File: src/rtl/pipe_adder_if.sv
// Handshake bundle for pipe_adder: operation request side and result side.
// Requester drives operands/tag and in_valid; adder answers with in_ready.
// Adder drives result/flags/tag_out and out_valid; consumer answers with out_ready.
interface pipe_adder_if #(
   parameter int DATAWIDTH = 32,
   parameter int TAGWIDTH  = 4
);
   logic                 in_valid;
   logic                 in_ready;
   logic [DATAWIDTH-1:0] a;
   logic [DATAWIDTH-1:0] b;
   logic [1:0]           op;
   logic                 cin;
   logic [TAGWIDTH-1:0]  tag_in;
   logic                 out_valid;
   logic                 out_ready;
   logic [DATAWIDTH-1:0] sum;
   logic                 carry;
   logic                 overflow;
   logic                 zero;
   logic                 negative;
   logic [TAGWIDTH-1:0]  tag_out;

   modport master (
      output in_valid, a, b, op, cin, tag_in, out_ready,
      input  in_ready, out_valid, sum, carry, overflow, zero, negative, tag_out
   );

   modport slave (
      input  in_valid, a, b, op, cin, tag_in, out_ready,
      output in_ready, out_valid, sum, carry, overflow, zero, negative, tag_out
   );
endinterface

File: src/rtl/pipe_adder.sv
// Pipelined add/sub (carry-select free ripple over STAGES slices of W bits) with tag.
// Latency STAGES cycles, one op per cycle; flags registered with the last slice.
// Backpressure: stages load when empty or advancing; bubbles collapse; in_ready = stage-0 load.
module pipe_adder #(
   parameter int DATAWIDTH = 32,
   parameter int STAGES    = 4,
   parameter int TAGWIDTH  = 4
) (
   input logic        clk,
   input logic        rst,
   pipe_adder_if.slave bus
);
   localparam int W   = DATAWIDTH / STAGES;
   localparam int MSB = DATAWIDTH - 1;
   localparam int L   = STAGES - 1;

   // Stage registers: stage k holds an op whose slices 0..k are summed.
   // a_q/b_q keep the full operands (b already inverted for subtract) so the
   // remaining upper slices and the MSBs needed for overflow travel along.
   logic [STAGES-1:0]    vld_q;
   logic [STAGES-1:0]    c_q;
   logic [DATAWIDTH-1:0] a_q   [STAGES];
   logic [DATAWIDTH-1:0] b_q   [STAGES];
   logic [DATAWIDTH-1:0] s_q   [STAGES];
   logic [TAGWIDTH-1:0]  tag_q [STAGES];
   logic                 ovf_q;
   logic                 zero_q;
   logic                 neg_q;

   logic [STAGES-1:0]    load;
   logic                 take;

   // Stage inputs (from the request port for stage 0, else from the previous stage).
   logic [DATAWIDTH-1:0] a_src   [STAGES];
   logic [DATAWIDTH-1:0] b_src   [STAGES];
   logic [DATAWIDTH-1:0] s_src   [STAGES];
   logic [DATAWIDTH-1:0] s_nxt   [STAGES];
   logic [TAGWIDTH-1:0]  tag_src [STAGES];
   logic [STAGES-1:0]    c_src;
   logic [STAGES-1:0]    c_nxt;
   logic [STAGES-1:0]    v_src;
   logic [W:0]           slice;
   logic                 ovf_nxt;
   logic                 zero_nxt;
   logic                 neg_nxt;

   // Load chain: a stage may load if it is empty or its occupant moves on this cycle.
   always_comb begin
      load    = '0;
      load[L] = !vld_q[L] || bus.out_ready;
      for (int k = L - 1; k >= 0; k--) begin
         load[k] = !vld_q[k] || load[k + 1];
      end
   end

   // Nothing is accepted while reset is held.
   assign bus.in_ready = load[0] && !rst;
   assign take         = bus.in_valid && bus.in_ready;

   // Per-stage slice adders, each only W+1 bits wide.
   always_comb begin
      slice      = '0;
      c_src      = '0;
      c_nxt      = '0;
      v_src      = '0;
      a_src[0]   = bus.a;
      b_src[0]   = bus.b ^ {DATAWIDTH{bus.op[0]}};
      s_src[0]   = '0;
      tag_src[0] = bus.tag_in;
      c_src[0]   = bus.op[1] ? bus.cin : bus.op[0];
      v_src[0]   = take;
      for (int k = 1; k < STAGES; k++) begin
         a_src[k]   = a_q[k - 1];
         b_src[k]   = b_q[k - 1];
         s_src[k]   = s_q[k - 1];
         tag_src[k] = tag_q[k - 1];
         c_src[k]   = c_q[k - 1];
         v_src[k]   = vld_q[k - 1];
      end
      for (int k = 0; k < STAGES; k++) begin
         slice = {1'b0, a_src[k][k*W +: W]} + {1'b0, b_src[k][k*W +: W]} + {{W{1'b0}}, c_src[k]};
         s_nxt[k]          = s_src[k];
         s_nxt[k][k*W +: W] = slice[W-1:0];
         c_nxt[k]          = slice[W];
      end
   end

   // Flags derived from the completed sum, captured alongside the final slice.
   always_comb begin
      ovf_nxt  = (a_src[L][MSB] == b_src[L][MSB]) && (s_nxt[L][MSB] != a_src[L][MSB]);
      zero_nxt = (s_nxt[L] == '0);
      neg_nxt  = s_nxt[L][MSB];
   end

   // Stage state: valid bits follow the load chain; payload only moves with a real op.
   always_ff @(posedge clk or posedge rst) begin
      if (rst) begin
         vld_q  <= '0;
         c_q    <= '0;
         ovf_q  <= 1'b0;
         zero_q <= 1'b0;
         neg_q  <= 1'b0;
         for (int k = 0; k < STAGES; k++) begin
            a_q[k]   <= '0;
            b_q[k]   <= '0;
            s_q[k]   <= '0;
            tag_q[k] <= '0;
         end
      end else begin
         for (int k = 0; k < STAGES; k++) begin
            if (load[k]) begin
               vld_q[k] <= v_src[k];
               if (v_src[k]) begin
                  a_q[k]   <= a_src[k];
                  b_q[k]   <= b_src[k];
                  s_q[k]   <= s_nxt[k];
                  c_q[k]   <= c_nxt[k];
                  tag_q[k] <= tag_src[k];
               end
            end
         end
         if (load[L] && v_src[L]) begin
            ovf_q  <= ovf_nxt;
            zero_q <= zero_nxt;
            neg_q  <= neg_nxt;
         end
      end
   end

   assign bus.out_valid = vld_q[L];
   assign bus.sum       = s_q[L];
   assign bus.carry     = c_q[L];
   assign bus.overflow  = ovf_q;
   assign bus.zero      = zero_q;
   assign bus.negative  = neg_q;
   assign bus.tag_out   = tag_q[L];
endmodule

File: src/flat_wrapper.sv
// flat-port wrapper written by rule: the top's interface ports become plain ports
module pipe_adder_flat 
#(
   parameter int DATAWIDTH = 32,
   parameter int STAGES    = 4,
   parameter int TAGWIDTH  = 4
)
  (clk, rst, bus_in_valid, bus_a, bus_b, bus_op, bus_cin, bus_tag_in, bus_out_ready, bus_in_ready, bus_out_valid, bus_sum, bus_carry, bus_overflow, bus_zero, bus_negative, bus_tag_out);
  pipe_adder_if #(.DATAWIDTH(DATAWIDTH), .TAGWIDTH(TAGWIDTH)) bus_i ();
  input logic clk;
  input logic rst;
  input wire logic [$bits(bus_i.in_valid)-1:0] bus_in_valid;
  input wire logic [$bits(bus_i.a)-1:0] bus_a;
  input wire logic [$bits(bus_i.b)-1:0] bus_b;
  input wire logic [$bits(bus_i.op)-1:0] bus_op;
  input wire logic [$bits(bus_i.cin)-1:0] bus_cin;
  input wire logic [$bits(bus_i.tag_in)-1:0] bus_tag_in;
  input wire logic [$bits(bus_i.out_ready)-1:0] bus_out_ready;
  output wire logic [$bits(bus_i.in_ready)-1:0] bus_in_ready;
  output wire logic [$bits(bus_i.out_valid)-1:0] bus_out_valid;
  output wire logic [$bits(bus_i.sum)-1:0] bus_sum;
  output wire logic [$bits(bus_i.carry)-1:0] bus_carry;
  output wire logic [$bits(bus_i.overflow)-1:0] bus_overflow;
  output wire logic [$bits(bus_i.zero)-1:0] bus_zero;
  output wire logic [$bits(bus_i.negative)-1:0] bus_negative;
  output wire logic [$bits(bus_i.tag_out)-1:0] bus_tag_out;
  assign bus_i.in_valid = bus_in_valid;
  assign bus_i.a = bus_a;
  assign bus_i.b = bus_b;
  assign bus_i.op = bus_op;
  assign bus_i.cin = bus_cin;
  assign bus_i.tag_in = bus_tag_in;
  assign bus_i.out_ready = bus_out_ready;
  assign bus_in_ready = bus_i.in_ready;
  assign bus_out_valid = bus_i.out_valid;
  assign bus_sum = bus_i.sum;
  assign bus_carry = bus_i.carry;
  assign bus_overflow = bus_i.overflow;
  assign bus_zero = bus_i.zero;
  assign bus_negative = bus_i.negative;
  assign bus_tag_out = bus_i.tag_out;
  pipe_adder #(.DATAWIDTH(DATAWIDTH), .STAGES(STAGES), .TAGWIDTH(TAGWIDTH)) u_core (.clk(clk), .rst(rst), .bus(bus_i));
endmodule
File: config.mk
export PLATFORM = sky130hd
export DESIGN_NAME = pipe_adder_flat
export DESIGN_NICKNAME = d
export VERILOG_FILES = /design/src/rtl/pipe_adder_if.sv /design/src/rtl/pipe_adder.sv /design/src/flat_wrapper.sv
export SDC_FILE = /design/constraint.sdc
export NUM_CORES = 1
export LEC_CHECK = 0
export ABC_CLOCK_PERIOD_IN_PS = 7600
export BUFFER_PORTS_ARGS = -buffer_cell sky130_fd_sc_hd__buf_2
export CAP_MARGIN = 20
export CORE_UTILIZATION = 50
export DETAILED_ROUTE_END_ITERATION = 8
export MAX_ROUTING_LAYER = met4
export PLACE_DENSITY = 0.83
export SETUP_SLACK_MARGIN = 0.5
export SYNTH_ARGS = -nofsm -noshare
export SYNTH_HDL_FRONTEND = slang
export SYNTH_SLANG_ARGS = --single-unit
File: constraint.sdc
create_clock -name clk -period 7.6 [get_ports clk]
set_input_delay 1.9 -clock clk [delete_from_list [all_inputs] [get_ports clk]]
set_output_delay 1.9 -clock clk [all_outputs]
set_load 0.1 [all_outputs]
* Word-level counts from Yosys, hierarchy flattened *
Index checks and enable logic that the tools add are counted.
Widths: inputs -> output; s select.

word-level totals
  register bits = 299
  input bits = 75
  output and inout port bits = 42

operators by class
  $add $sub $neg = 8
  eq/ne operators = 2
  multiplexer cells = 1
  bitwise gates (word level) = 1
  reduce and logical (&&, ||, !) cells = 18

operator list
  operator           count
  $add 8x8->9        4
  $add 9x1->9        4
  $logic_not 32->1   1
  $xor 32x32->32     1
  $reduce_and 2->1   4
  $logic_not 1->1    5
  $logic_and 1x1->1  4
  $logic_or 1x1->1   4
  $eq 1x1->1         1
  $mux 1             1
  $ne 1x1->1         1

* Depth between registers and ports, before layout *
  depth in word-level cells = 8
  gate-level depth with buffers = 12
  gate-level depth less buffers = 10

* Least setup slack after synthesis *
Ideal clock, no wire load.

  path kind = input-to-output
  start point = in bus_out_ready
  end point = out bus_in_ready
  arrival time = 3.629 ns
  required time = 5.700 ns
  setup slack = 2.071 ns
  stages on the path = 3
  buffers on the path = 0
  cell sequence = nand3b_1 -> nor2_1 -> a21oi_1

on the way
  cells in the longest elaborated chain, start to end = 5

ends and longest elaborated chain
  item                           RTL line            source
  start: declaration             flat_wrapper.sv:18  input wire logic [$bits(bus_i.out_ready)-1:0] bus_out_ready;
  $logic_or 1x1->1               pipe_adder.sv:50    load[L] = !vld_q[L] || bus.out_ready;
  $logic_or 1x1->1 (3 in a row)  pipe_adder.sv:52    load[k] = !vld_q[k] || load[k + 1];
  $logic_and 1x1->1              pipe_adder.sv:57    assign bus.in_ready = load[0] && !rst;
  end: declaration               flat_wrapper.sv:19  output wire logic [$bits(bus_i.in_ready)-1:0] bus_in_ready;

Every way passes these cells.

* Final worst setup path *
Ends and elaborated chain as after synthesis.

==> metrics.md <==
| Metric | Value |
|---|---|
| Outcome | `finished, final reports clean` |
| P_leak | `4.95 nW` |
| CP Launch Point | `bus_out_ready` |
| Hold-fix buffers, CTS | `0` |
| Number of remaining DRC errors | `0` |
| Remaining antenna violation count | `0` |
| Drt via density | `around 5.2` |
| Placer Congestion | `a little over 0.8` |
| Synth cell types | `46` |
| Startpoint Class | `primary input` |
| Root buffer selected by CTS | `clkbuf_16` |
| Seq cells post-synth | `slightly above 200` |
| I/O Buffers | `around 120` |
| Die width | `137 um` |
| R2R Path Start | `u_core.vld_q[2]` |
| Top sig layer | `met4` |
| Setup crit end kind | `output port` |
| IO Pins | `117` |
| Worst Tran Pin Value | `between 1 and 1.5 ns` |
| Synth top area share | `55.9%` |
| Synth Area in XOR/XNOR | `around 4.7%` |
| Post-synth top flop | `dfrtp_1` |
| Seq/Total Area, Yosys | `a little under three fifths` |
| Count of endpoints failing setup in the final report | `0` |
| TNS Setup | `0 ns` |
| CTS tree | `done` |
| RR Endpoint | `u_core.tag_q[12]` |
| Clock skew | `approximately 0.014 ns` |
| Post-Synth Adder-Cell Area | `roughly 5.6%` |
| Max Slew Vio Count | `0` |
| Metal3 WL | `about 940 um` |
| HPWL Detailed | `11,200 um` |
| Pwr dens | `421 nW/um^2` |
| Post-Syn Area | `between 9000 and 10,000 sq um` |
| Max cap viols | `0` |
| Area grow syn2layout | `16.4%` |
| CP max FO | `4` |
| Post-synthesis mux area share | `17.9%` |
| Fmax | `slightly below 200 MHz` |
| Rows | `48` |
| Most frequent cells in the layout | `dfrtp_1, buf_2, mux2_2, mux2_1, nand2_1` |
| Worst hold path class | `reg -> reg` |
| Post-Synth Simple-Gate Area | `between 5 and 6%` |
| Clk slew on worst S/H paths | `around 0.060 ns` |
| Worst skew pair latency | `0.50 ns` |
| Total grt overflow | `0` |
| Core footprint | `around 17,000 sq um` |
| Cell taking the most area after synthesis | `dfrtp_1` |
| CTS Buffer Depth | `3` |
| EDFF count, synth | `0` |
| HP Start | `u_core.bus.sum[27]` |
| Hold path depth | `2` |
| Final Core Density | `60.2%` |
| Share of cells above drive strength 1 | `about 29%` |
| Post-CTS Resized | `0` |
| Violation count after the first detailed-route iteration | `254` |
| Relative slew slack | `about 28%` |
| Initial antenna violation count | `1` |
| Die height | `roughly 140 um` |
| Minimum clock period | `slightly above 5 ns` |
| Met1 WL | `~7600 um` |
| WL/cell | `15.8 um` |
| Starting Density | `around half` |
| # clock sinks | `202` |
| Cells on worst reg2reg path | `6` |
| YS warnings | `0` |
| Nets | `a little over 900` |
| Worst VDD drop | `324 uV` |
| Syn_nets | `around 800` |
| Vias in the first global route | `approximately 5,600` |
| Final hold violation count | `0` |
| Largest family of logic cells by synthesized area | `multiplexers` |
| Via count | `between 5,000 and 6,000` |
| Synth area leaders | `dfrtp_1, mux2_2, mux2_1, ha_1, xnor2_1` |
| Die area | `18,600 sq um` |
| Crit path arrival time | `3.13 ns` |
| Period utilisation layout | `between 60% and 70%` |
| Post-synth ARST share | `between 90% and 100%` |
| DRT Wirelength | `16,700 um` |
| Syn Area/Cell | `~13 sq um` |
| Compound-cell area share of the yosys netlist | `7.29%` |
| WL met2 | `a little under 8000 um` |
| R2r setup slk | `around 5 ns` |
| TritonRoute pass-1 iters | `4` |
| RSZ-0062 raised after global routing | `no` |
| Num CTS Buffers | `22` |
| Postcts setup bufs | `0` |
| Most common cell after layout, fill and taps aside | `dfrtp_1` |
| H-tree depth reported by CTS | `1` |
| Cells after synthesis | `about 700` |
| Worst Path Required | `between 5 and 6 ns` |
| First-pass GRT wire length | `between 20,000 and 30,000 um` |
| GRT Total Usage | `about a fifth` |
| Largest net degree at the start of global routing | `about 200` |
| Crit Path Category | `in -> out` |
| Hold Crit Endpoint | `u_core.bus.sum[27]` |
==> metal layers <==
layer	up-vias	global-route usage (%)
li1	2679	-
met1	2708	26.4
met2	125	30.5
met3	27	3.44
met4	0	6.11
met5	-	-
==> worst max-delay path by stage <==
stage	endpoint	slack (ns)
after global placement	bus_in_ready	2.57
final	bus_in_ready	2.57
after floorplan	bus_in_ready	2.07
after global routing	bus_in_ready	2.43
after detailed placement	bus_in_ready	2.57
after CTS	bus_in_ready	2.56
==> synth_stat cells (all sizes together) (8+ instances only) <==
cell type and n:
inv 26, fa 8, clkbuf 8, buf 26, a21oi 15, xnor2 34
ha 28, mux2 143, xor2 15, o21ai 57, dfrtp 202, nand2 58
nor2 14, nor3 10
==> flip-flops by register name (all words and copies together) (netlist names) <==
signal,count
u_core.bus.negative,1
u_core.s_nxt,48
u_core.a_q,48
u_core.vld_q,4
u_core.c_q,4
u_core.bus.tag_out,4
u_core.bus.zero,1
u_core.bus.overflow,1
u_core.tag_q,12
u_core.bus.sum,31
u_core.b_q,48
==> through the flow <==
step           hold slack, ns  setup WS (ns)  std cells  power (W)  cell area [sq um]
2_1_floorplan           0.443           2.07        708    0.00305               9050
3_3_place_gp            0.455           2.57       1020    0.00334               9800
3_5_place_dp            0.465           2.57       1020    0.00340               9800
4_1_cts                 0.478           2.56       1060    0.00447              10500
5_1_grt                 0.498           2.43       1061    0.00466              10500
6_report                0.471           2.57       1061    0.00443              10500
==> power breakdown <==
part,internal (W),switching [W],total (W),leakage (nW)
registers,0.00142,0.000214,0.00163,2.46
clock network,0.000643,0.000413,0.00106,0.349
logic,0.000520,0.00122,0.00174,2.14
==> critical path: stages <==
cell and delay (ns):
buf_2 0.08, nand3b_1 0.25, nor2_1 0.12, a21oi_1 0.28, buf_2 0.49
==> cells by family (layout without fill, tap and decap cells) <==
logic type | count (synthesis) | after routing
AOI/OAI and AO/OA | 108 | 108
xor gates and xnor gates | 49 | 49
adders and majority gates | 36 | 36
buffers and inverters | 60 | 187
DFF | 202 | 202
muxes | 144 | 144
other | 0 | 1
and+or+nand+nor | 109 | 109
==> final cells by class <==
cell class	instances	area (sq um)
fillers	1406	6950
clock inverters	9	103
flip-flops and latches	202	5050
well taps	225	282
multi-input cells	446	3730
inverters	26	101
clock buffers	31	626
diodes	1	2.50
repair buffers	121	631
Note: power is estimated with default switching activity, not from simulation.
